<file path="config.mk">
export PLATFORM = sky130hd
export DESIGN_NAME = mcycle_unit
export DESIGN_NICKNAME = d
export VERILOG_FILES = /design/src/rtl/mcycle_unit.sv
export SDC_FILE = /design/constraint.sdc
export NUM_CORES = 1
export LEC_CHECK = 0
export CAP_MARGIN = 40
export CORE_UTILIZATION = 40
export DETAILED_ROUTE_END_ITERATION = 10
export GPL_TIMING_DRIVEN = 0
export PLACE_DENSITY_LB_ADDON = 0.12
export SETUP_SLACK_MARGIN = 0.3
export SYNTH_ARGS = -nofsm -noshare
export SYNTH_HDL_FRONTEND = slang
export SYNTH_SLANG_ARGS = --single-unit
</file>
<file path="constraint.sdc">
create_clock -name CLK -period 4.3 [get_ports CLK]
set_input_delay 0.86 -clock CLK [delete_from_list [all_inputs] [get_ports CLK]]
set_output_delay 0.86 -clock CLK [all_outputs]
set_load 0.02 [all_outputs]
</file>
<file path="src/rtl/mcycle_unit.sv">
// Iterative multiply/divide unit: shift-add multiply, restoring divide, WIDTH steps per op.
// Optional MCYCLE_SIGNED_EN builds signed operation (MCycleOp[1]); otherwise everything is unsigned.
module mcycle_unit #(
  parameter int unsigned WIDTH = 32
) (
  input  logic             CLK,
  input  logic             RESETn,
  input  logic             Start,
  input  logic [1:0]       MCycleOp,
  input  logic [WIDTH-1:0] Operand1,
  input  logic [WIDTH-1:0] Operand2,
  output logic [WIDTH-1:0] Result1,
  output logic [WIDTH-1:0] Result2,
  output logic             Busy
);

  localparam int unsigned CW = $clog2(WIDTH + 1);

  typedef enum logic [1:0] {IDLE, COMPUTING, DONE} state_t;

  state_t               state, state_nxt;
  logic [CW-1:0]        count;
  logic [2*WIDTH-1:0]   acc, acc_next;
  logic [WIDTH-1:0]     m;
  logic [WIDTH-1:0]     op1_raw;
  logic                 op_div, div0;
  logic                 last;
  logic [WIDTH-1:0]     mag1, mag2;
  logic [WIDTH-1:0]     fin1, fin2;
  logic [WIDTH:0]       mul_sum, div_trial;

  assign last = (count == CW'(WIDTH - 1));

  always_ff @(posedge CLK) begin
    if (!RESETn) state <= IDLE;
    else         state <= state_nxt;
  end

  always_comb begin
    state_nxt = state;
    Busy      = 1'b0;
    case (state)
      IDLE: begin
        if (Start) begin
          Busy      = 1'b1;
          state_nxt = COMPUTING;
        end
      end
      COMPUTING: begin
        Busy = 1'b1;
        if (last) state_nxt = DONE;
      end
      DONE:    state_nxt = IDLE;
      default: state_nxt = IDLE;
    endcase
  end

  // acc holds {partial, multiplier} for mul and {remainder, dividend/quotient} for div
  always_comb begin
    mul_sum   = {1'b0, acc[2*WIDTH-1:WIDTH]} + {1'b0, (acc[0] ? m : '0)};
    div_trial = acc[2*WIDTH-1:WIDTH-1] - {1'b0, m};
    if (!op_div)
      acc_next = {mul_sum, acc[WIDTH-1:1]};
    else if (!div_trial[WIDTH])
      acc_next = {div_trial[WIDTH-1:0], acc[WIDTH-2:0], 1'b1};
    else
      acc_next = {acc[2*WIDTH-2:0], 1'b0};
  end

`ifdef MCYCLE_SIGNED_EN
  logic s1, s2, s1_in, s2_in;

  assign s1_in = MCycleOp[1] & Operand1[WIDTH-1];
  assign s2_in = MCycleOp[1] & Operand2[WIDTH-1];
  assign mag1  = s1_in ? -Operand1 : Operand1;
  assign mag2  = s2_in ? -Operand2 : Operand2;

  always_ff @(posedge CLK) begin
    if (!RESETn) begin
      s1 <= 1'b0;
      s2 <= 1'b0;
    end else if (state == IDLE && Start) begin
      s1 <= s1_in;
      s2 <= s2_in;
    end
  end

  // Most-negative / -1 falls out naturally: 2^(W-1) negated wraps back to most-negative
  always_comb begin
    fin1 = acc_next[WIDTH-1:0];
    fin2 = acc_next[2*WIDTH-1:WIDTH];
    if (!op_div) begin
      if (s1 ^ s2) {fin2, fin1} = -acc_next;
    end else begin
      if (s1 ^ s2) fin1 = -acc_next[WIDTH-1:0];
      if (s1)      fin2 = -acc_next[2*WIDTH-1:WIDTH];
    end
  end
`else
  logic unused_sign_sel;

  assign unused_sign_sel = MCycleOp[1];
  assign mag1 = Operand1;
  assign mag2 = Operand2;
  assign fin1 = acc_next[WIDTH-1:0];
  assign fin2 = acc_next[2*WIDTH-1:WIDTH];
`endif

  always_ff @(posedge CLK) begin
    if (!RESETn) begin
      count   <= '0;
      acc     <= '0;
      m       <= '0;
      op1_raw <= '0;
      op_div  <= 1'b0;
      div0    <= 1'b0;
      Result1 <= '0;
      Result2 <= '0;
    end else begin
      case (state)
        IDLE: begin
          if (Start) begin
            acc     <= MCycleOp[0] ? {{WIDTH{1'b0}}, mag1} : {{WIDTH{1'b0}}, mag2};
            m       <= MCycleOp[0] ? mag2 : mag1;
            op_div  <= MCycleOp[0];
            div0    <= (Operand2 == '0);
            op1_raw <= Operand1;
            count   <= '0;
          end
        end
        COMPUTING: begin
          acc   <= acc_next;
          count <= count + CW'(1);
          if (last) begin
            Result1 <= (op_div && div0) ? '1      : fin1;
            Result2 <= (op_div && div0) ? op1_raw : fin2;
          end
        end
        default: ;
      endcase
    end
  end

endmodule

</file>
==> results of run 1 <==
==> metal layers <==
layer | GRT usage | vias up | part of all wire
met1 | 0.3971 | 6205 | 0.45
met3 | 0.03436 | 82 | 0.067
met4 | 0.09197 | 0 | 0.028
met2 | 0.4837 | 445 | 0.45
met5 | 0 | - | 0
li1 | - | 6165 | -
==> cell families (layout without fill, tap and decap cells) <==
family,after synthesis,count (layout),synth area share
compound gates,521,521,0.2646
simple gates,476,476,0.1688
flops,202,202,0.3167
buf+inv,161,331,0.04871
mux,124,124,0.09800
fa+ha+maj,67,67,0.06684
xor+xnor,53,53,0.03636
==> power by group through the flow <==
stage	sequential (W)	combinational (W)	clock [W]
floorplan	0.00203	0.000723	0
global placement	0.00208	0.00106	0
detailed placement	0.00208	0.00107	0
CTS	0.00204	0.00108	0.00204
global route	0.00205	0.00120	0.00211
finish	0.00205	0.00111	0.00202
==> sequential cells by signal (all words and copies together) (netlist names) <==
register  flops
Result2      32
op1_raw      32
acc          64
op_div        1
m            32
Result1      32
state         2
div0          1
count         6
==> critical path: cells and delay by family, from the launching register on <==
family	cells	cell delay (ps)
AND/OR/NAND/NOR	3	910
adder cells (fa/ha/maj)	2	610
buffers and inverters	4	540
AO/OA/AOI/OAI	7	1400
flip-flops	1	330
==> repair_timing <==
action / in CTS / in global routing
pin swaps: 2 / 3
resized for setup: 8 / 6
gates cloned: 0 / 0
buffers inserted: 2 / 1
endpoints found under the setup margin: 58 / 22
==> layout by cell type (no fill, tap or decap), types with 7 or more instances in the layout <==
cell type / count
mux2_2: 8
nor4_1: 11
buf_4: 7
and3_1: 14
nor2_1: 156
o21a_1: 8
nand4_1: 9
a21oi_1: 169
inv_1: 46
xnor2_1: 35
a21o_1: 31
o211ai_1: 9
or3_1: 9
buf_1: 16
ha_1: 65
mux2i_1: 116
nor3_1: 13
o21ai_0: 80
and2_1: 40
clkbuf_16: 23
nand2b_1: 9
nand3_1: 28
clkbuf_1: 87
nand2_1: 163
a311oi_1: 35
o221ai_1: 12
xor2_1: 18
clkdlybuf4s50_1: 130
o21bai_1: 12
nor2b_1: 7
a211oi_1: 47
o22ai_1: 36
a31oi_1: 17
dfxtp_1: 201
==> final timing paths <==
path | from | endpoint | slack [ps] | cells past startpoint
setup reg to reg | acc[31] | Result2[28] | 440 | 16
hold / removal | op1_raw[2] | op1_raw[2] | 450 | 2
hold reg to reg | op1_raw[2] | op1_raw[2] | 450 | 2
setup / recovery | acc[31] | Result2[28] | 440 | 16
==> area by class of cell <==
| class | instances | area, um^2 |
|---|---|---|
| Inverter | 47 | 176.4 |
| Timing Repair Buffer | 134 | 1339 |
| Fill cell | 3168 | 16060 |
| Clock buffer | 29 | 648.1 |
| Multi-Input combinational cell | 1241 | 8138 |
| Tap cell | 402 | 503.0 |
| Clock inverter | 7 | 110.1 |
| Buffer | 114 | 452.9 |
| Sequential cell | 202 | 4045 |
==> metrics by stage <==
stage / instances / power [W] / util / cell area (um^2)
4_1_cts: 2175 / 0.005166 / 0.4890 / 15390
6_report: 2176 / 0.005182 / 0.4897 / 15410
5_1_grt: 2176 / 0.005363 / 0.4897 / 15410
3_5_place_dp: 2137 / 0.003149 / 0.4634 / 14590
2_1_floorplan: 1604 / 0.002756 / - / 12770
3_3_place_gp: 2136 / 0.003141 / 0.4630 / 14570
==> load_flow_metrics.sql, run 1 <==
INSERT INTO impl_metrics (metric_group, metric, value, unit) VALUES
('timing', 'setup_violations_final', '0', ''),
('synth', 'post_synth.cell_area_avg', '7.960', 'um^2'),
('min_path', 'hold_path_class', 'reg2reg', ''),
('synth', 'synth_enable_flop_cells', '0', ''),
('timing', 'hold_violations', '0', ''),
('outcome', 'result_of_the_run', 'finished clean', ''),
('floorplan', 'design.core.area', '31470', 'um^2'),
('setup_path', 'slowest_stage', 'or4_4', ''),
('clock_network', 'cts_tree', 'built', ''),
('power', 'vdd_drop_max', '260.1', 'uV'),
('power', 'power_report.internal_total', '0.003604', 'W'),
('drt', 'num_vias', '12900', ''),
('power', 'proportion_of_total_power_due_to_net_switching', '0.3045', ''),
('clock_network', 'cts.sink_count', '202', ''),
('setup_path', 'crit_fanout', '7', ''),
('timing', 'whs', '450.8', 'ps'),
('clock_network', 'clock_insertion_delay_worst_skew', '520', 'ps'),
('power', 'share_comb_of_total_power', '0.214', ''),
('synth', 'synth_commonest_cells', 'dfxtp_1 (202), a21oi_1 (169), nand2_1 (163)', ''),
('grt', 'overflow', '0', ''),
('synth', 'ys_async_sr_fraction', '0', ''),
('floorplan', 'top_level_ports', '134', ''),
('synth', 'number_of_synthesized_register_bits', '202', ''),
('drt', 'routed_via_density', '5.927', ''),
('clock_network', 'cts_buffers', '22', ''),
('timing', 'skew', '12.37', 'ps'),
('setup_path', 'required', '4740', 'ps'),
('timing', 'rsz0062_at_grt', 'true', ''),
('timing', 'max_freq', '0.2589', 'GHz'),
('timing', 'worstMarginPinSlew', '928.7', 'ps'),
('placed_design', 'io_buffers', '130', ''),
('drt', 'route.final.wire_length', '49520', 'um'),
('cells_and_area', 'layout-drive-gt1-share', '0.04961', ''),
('floorplan', 'die_y_extent', '180.7', 'um'),
('timing', 'timing.setup.tns', '0', 'ps'),
('placed_design', 'post-place-ws', '-135.3', 'ps'),
('synth', 'postSynthNetCount', '1740', ''),
('synth', 'synth_area_leaders', 'dfxtp_1 (32%), mux2i_1 (9.1%), a21oi_1 (6.6%)', ''),
('synth', 'synth_top_area_cell', 'dfxtp_1', ''),
('clock_network', 'clock_path_buffers', '3', ''),
('timing', 'final_period_minus_worst_setup_slack', '3863', 'ps'),
('grt', 'global_route.usage.total', '0.2931', ''),
('grt', 'first_pass_grt_wire_length', '73770', 'um'),
('job', 'max_cap_viols', '0', ''),
('drt', 'detail_route.first_pass.iterations', '5', ''),
('timing', 'post-route-worst-setup-slack', '436.8', 'ps'),
('synth', 'ys.flop_type', 'dfxtp_1', ''),
('synth', 'yosysUniqueCellTypes', '74', ''),
('setup_path', 'setup_cp_type', 'reg2reg', ''),
('setup_path', 'timing.critical_path.cells', 'inv_2 > ha_1 > inv_1 > fa_1 > a21oi_2 > o2111ai_4 > o211ai_1 > buf_4 > nand2b_1 > o2111ai_2 > a21boi_1 > or2_1 > buf_2 > or4_4 > o221a_1 > a21oi_1', ''),
('placed_design', 'gp_congestion', '0.9256', ''),
('synth', 'synth.yosys.warnings', '0', ''),
('clock_network', 'cts-hold-fix-buffers', '0', ''),
('grt', 'antenna_found_initial', '0', ''),
('power', 'total_leakage_power', '5.975', 'nW'),
('synth', 'synth_top_cell_area_share', '0.3167', ''),
('floorplan', 'start_util', '0.4056', ''),
('drt', 'wl_per_cell', '22.76', 'um'),
('setup_path', 'start_kind', 'flip-flop', ''),
('setup_path', 'worstSetupEndpointType', 'flip-flop', ''),
('drt', 'drt.antenna.violating_nets', '0', ''),
('setup_path', 'worst_path_largest_cell_delay', '590', 'ps'),
('synth', 'synth_most_common_cell', 'dfxtp_1', ''),
('cells_and_area', 'number_of_nets_in_the_layout', '1898', ''),
('power', 'cellPowerDensity', '336.2', 'nW/um^2'),
('drt', 'route.detailed.drc', '0', ''),
('timing', 'slew_headroom', '0.3809', ''),
('floorplan', 'std_cell_rows', '65', ''),
('setup_path', 'cp.arrival', '4310', 'ps'),
('synth', 'netlist_area', '12770', 'um^2'),
('timing', 'finalMaxSlewViolations', '0', '');
Note: power is estimated with default switching activity, not from simulation.
==> run 2, diff against run 1 <==
- CAP_MARGIN: 40 -> 0
- CTS_CLUSTER_DIAMETER: not set -> 80
==> load_flow_metrics.sql, run 2 (synthesis gave the netlist of run 1 again) <==
INSERT INTO impl_metrics (metric_group, metric, value, unit) VALUES
('clock_network', 'clock_insertion_delay_worst_skew', '510', 'ps'),
('placed_design', 'post-place-ws', '-107.8', 'ps'),
('timing', 'slew_headroom', '0.2591', ''),
('placed_design', 'detailedPlacementHpwl', '38920', 'um'),
('clock_network', 'cts_buffers', '22', ''),
('cells_and_area', 'number_of_nets_in_the_layout', '1898', ''),
('drt', 'routed_via_density', '5.959', ''),
('clock_network', 'clock_path_buffers', '3', ''),
('timing', 'setup_violations_final', '0', ''),
('cells_and_area', 'max_reg_flops', '64', ''),
('drt', 'route.detailed.drc', '0', ''),
('power', 'cellPowerDensity', '341.8', 'nW/um^2'),
('drt', 'route.final.wire_length', '49110', 'um'),
('timing', 'fin_crit_sh', '0.9041', ''),
('floorplan', 'fp.dieArea', '32640', 'um^2'),
('cells_and_area', 'top_register_by_number_of_flip_flops', 'acc', ''),
('setup_path', 'slowest_stage', 'dfxtp_1', ''),
('timing', 'hold_violations', '0', ''),
('clock_network', 'cts-hold-fix-buffers', '0', ''),
('floorplan', 'design.core.area', '31470', 'um^2'),
('clock_network', 'ctsHtreeMaxLevel', '1', ''),
('floorplan', 'std_cell_rows', '65', ''),
('floorplan', 'die_x', '180.7', 'um'),
('cells_and_area', 'most_frequent_cells_in_the_layout', 'dfxtp_1 (202), a21oi_1 (169), nand2_1 (163)', ''),
('power', 'net_switching_power', '0.001592', 'W'),
('timing', 'post-route-worst-setup-slack', '412.2', 'ps'),
('grt', 'overflow', '0', ''),
('min_path', 'hold_path_class', 'reg2reg', ''),
('outcome', 'result_of_the_run', 'finished clean', ''),
('setup_path', 'worstSetupEndpointType', 'flip-flop', ''),
('setup_path', 'cp.arrival', '4250', 'ps'),
('power', 'clock_power_share', '0.402', ''),
('timing', 'rsz0062_at_grt', 'false', ''),
('power', 'power_report.internal_total', '0.003695', 'W'),
('clock_network', 'worst_setup_hold_path_clk_slew', '70', 'ps'),
('power', 'sequentialPowerShare', '0.387', ''),
('job', 'max_cap_viols', '0', ''),
('floorplan', 'die_y_extent', '180.7', 'um'),
('cells_and_area', 'layout.cells.most_common', 'dfxtp_1', ''),
('setup_path', 'crit_fanout', '7', ''),
('placed_design', 'gp_congestion', '0.9256', ''),
('setup_path', 'worst_path_largest_cell_delay', '450', 'ps'),
('clock_network', 'library_cell_used_as_clock_root_buffer', 'clkbuf_16', ''),
('placed_design', 'io_buffers', '130', ''),
('grt', 'first_pass_grt_wire_length', '73450', 'um'),
('cells_and_area', 'multi_input_comb_area', '8149', 'um^2'),
('power', 'proportion_of_total_power_due_to_net_switching', '0.3012', ''),
('cells_and_area', 'seq_area', '4044', 'um^2'),
('cells_and_area', 'fillCellCount', '3102', ''),
('timing', 'skew', '11.68', 'ps'),
('floorplan', 'start_util', '0.4056', ''),
('setup_path', 'critical_path.most_common_cell', 'a21oi_1', ''),
('grt', 'antenna_found_initial', '0', ''),
('timing', 'worstMarginPinSlew', '1111', 'ps'),
('cells_and_area', 'antenna_cells', '0', ''),
('setup_path', 'start_kind', 'flip-flop', ''),
('setup_path', 'worst-path-buf-inv', '0', ''),
('drt', 'num_vias', '12990', ''),
('drt', 'detail_route.first_pass.iterations', '8', ''),
('drt', 'wl_per_cell', '22.53', 'um'),
('cells_and_area', 'layout-drive-gt1-share', '0.05287', ''),
('setup_path', 'required', '4660', 'ps'),
('grt', 'global_route.usage.total', '0.2914', ''),
('power', 'vdd_drop_max', '263.1', 'uV'),
('power', 'final_total_power', '0.005288', 'W'),
('drt', 'drtIter0Drc', '1124', ''),
('clock_network', 'cts.sink_count', '202', ''),
('cells_and_area', 'layout-area-overhead-vs-synth', '21.16', '%'),
('power', 'share_comb_of_total_power', '0.210', ''),
('timing', 'finalMaxSlewViolations', '0', ''),
('timing', 'max_freq', '0.2572', 'GHz'),
('drt', 'drt.antenna.violating_nets', '0', ''),
('setup_path', 'crit_path_leading_delay_family', 'compound AO/OA/AOI/OAI gates', ''),
('floorplan', 'top_level_ports', '134', ''),
('grt', 'grt_max_degree', '14', ''),
('setup_path', 'setup_cp_type', 'reg2reg', ''),
('setup_path', 'timing.critical_path.cells', 'and2_1 > ha_1 > fa_1 > a21oi_1 > o22ai_1 > o211ai_1 > a211oi_2 > o2111ai_2 > a21oi_1 > o22ai_1 > o21ai_0 > a22oi_1 > a21oi_1', ''),
('grt', 'grt_pass1_vias', '12350', ''),
('power', 'total_leakage_power', '6.004', 'nW'),
('timing', 'final_period_minus_worst_setup_slack', '3888', 'ps'),
('clock_network', 'cts_tree', 'built', '');
## run 2: final cells by class
type,count,area share
Timing Repair Buffer,134,0.08606
Clock inverter,9,0.009383
Clock buffer,31,0.04303
Sequential cell,202,0.2614
Multi-Input combinational cell,1241,0.5268
Buffer,114,0.02936
Inverter,47,0.01140
Tap cell,402,0.03252
## run 2: what timing repair did
action | in CTS | in global routing
buffers inserted | 1 | 3
endpoints found under the hold margin | 0 | 0
resized for setup | 9 | 7
pin swaps | 2 | 2
setup endpoints to repair | 57 | 32
## run 2: per-stage QoR
stage / utilization / TNS, ps / instances / hold WS [ps] / area [um^2]
global placement: 0.4630 / -786.4 / 2136 / 441.9 / 14570
detailed placement: 0.4630 / -743.5 / 2136 / 446.3 / 14570
finish: 0.4915 / 0 / 2180 / 450.8 / 15470
global route: 0.4915 / 0 / 2180 / 475.7 / 15470
CTS: 0.4900 / 0 / 2177 / 454.5 / 15420
floorplan: - / 0 / 1604 / 431.2 / 12770
## run 2: worst register-to-register path, stage by stage, from the launching register on
cell       delay [ps]
dfxtp_1           450
and2_1            240
ha_1              210
fa_1              450
a21oi_1           240
o22ai_1           180
o211ai_1          410
a211oi_2          190
o2111ai_2         340
a21oi_1           160
o22ai_1           300
o21ai_0           270
a22oi_1           220
a21oi_1            90
## run 2: path summary, 6_finish.rpt
path / from / to / slack [ps] / depth (start not counted)
worst max register to register: acc[0] / Result2[31] / 410 / 13
worst min register to register: op1_raw[2] / op1_raw[2] / 450 / 2
worst min-delay path: op1_raw[2] / op1_raw[2] / 450 / 2
worst max-delay path: acc[0] / Result2[31] / 410 / 13
## run 2: power by group through the flow
stage          Combinational, W  Clock [W]  Sequential [W]
3_5_place_dp            0.00106          0         0.00208
2_1_floorplan          0.000723          0         0.00203
3_3_place_gp            0.00106          0         0.00208
6_report                0.00111    0.00213         0.00205
5_1_grt                 0.00120    0.00221         0.00205
4_1_cts                 0.00108    0.00213         0.00204
## run 2: layer usage
| layer | share of wire | GRT usage |
|---|---|---|
| met5 | 0 | 0 |
| met4 | 0.037 | 0.1101 |
| met3 | 0.072 | 0.03901 |
| met2 | 0.45 | 0.4723 |
| met1 | 0.44 | 0.3920 |
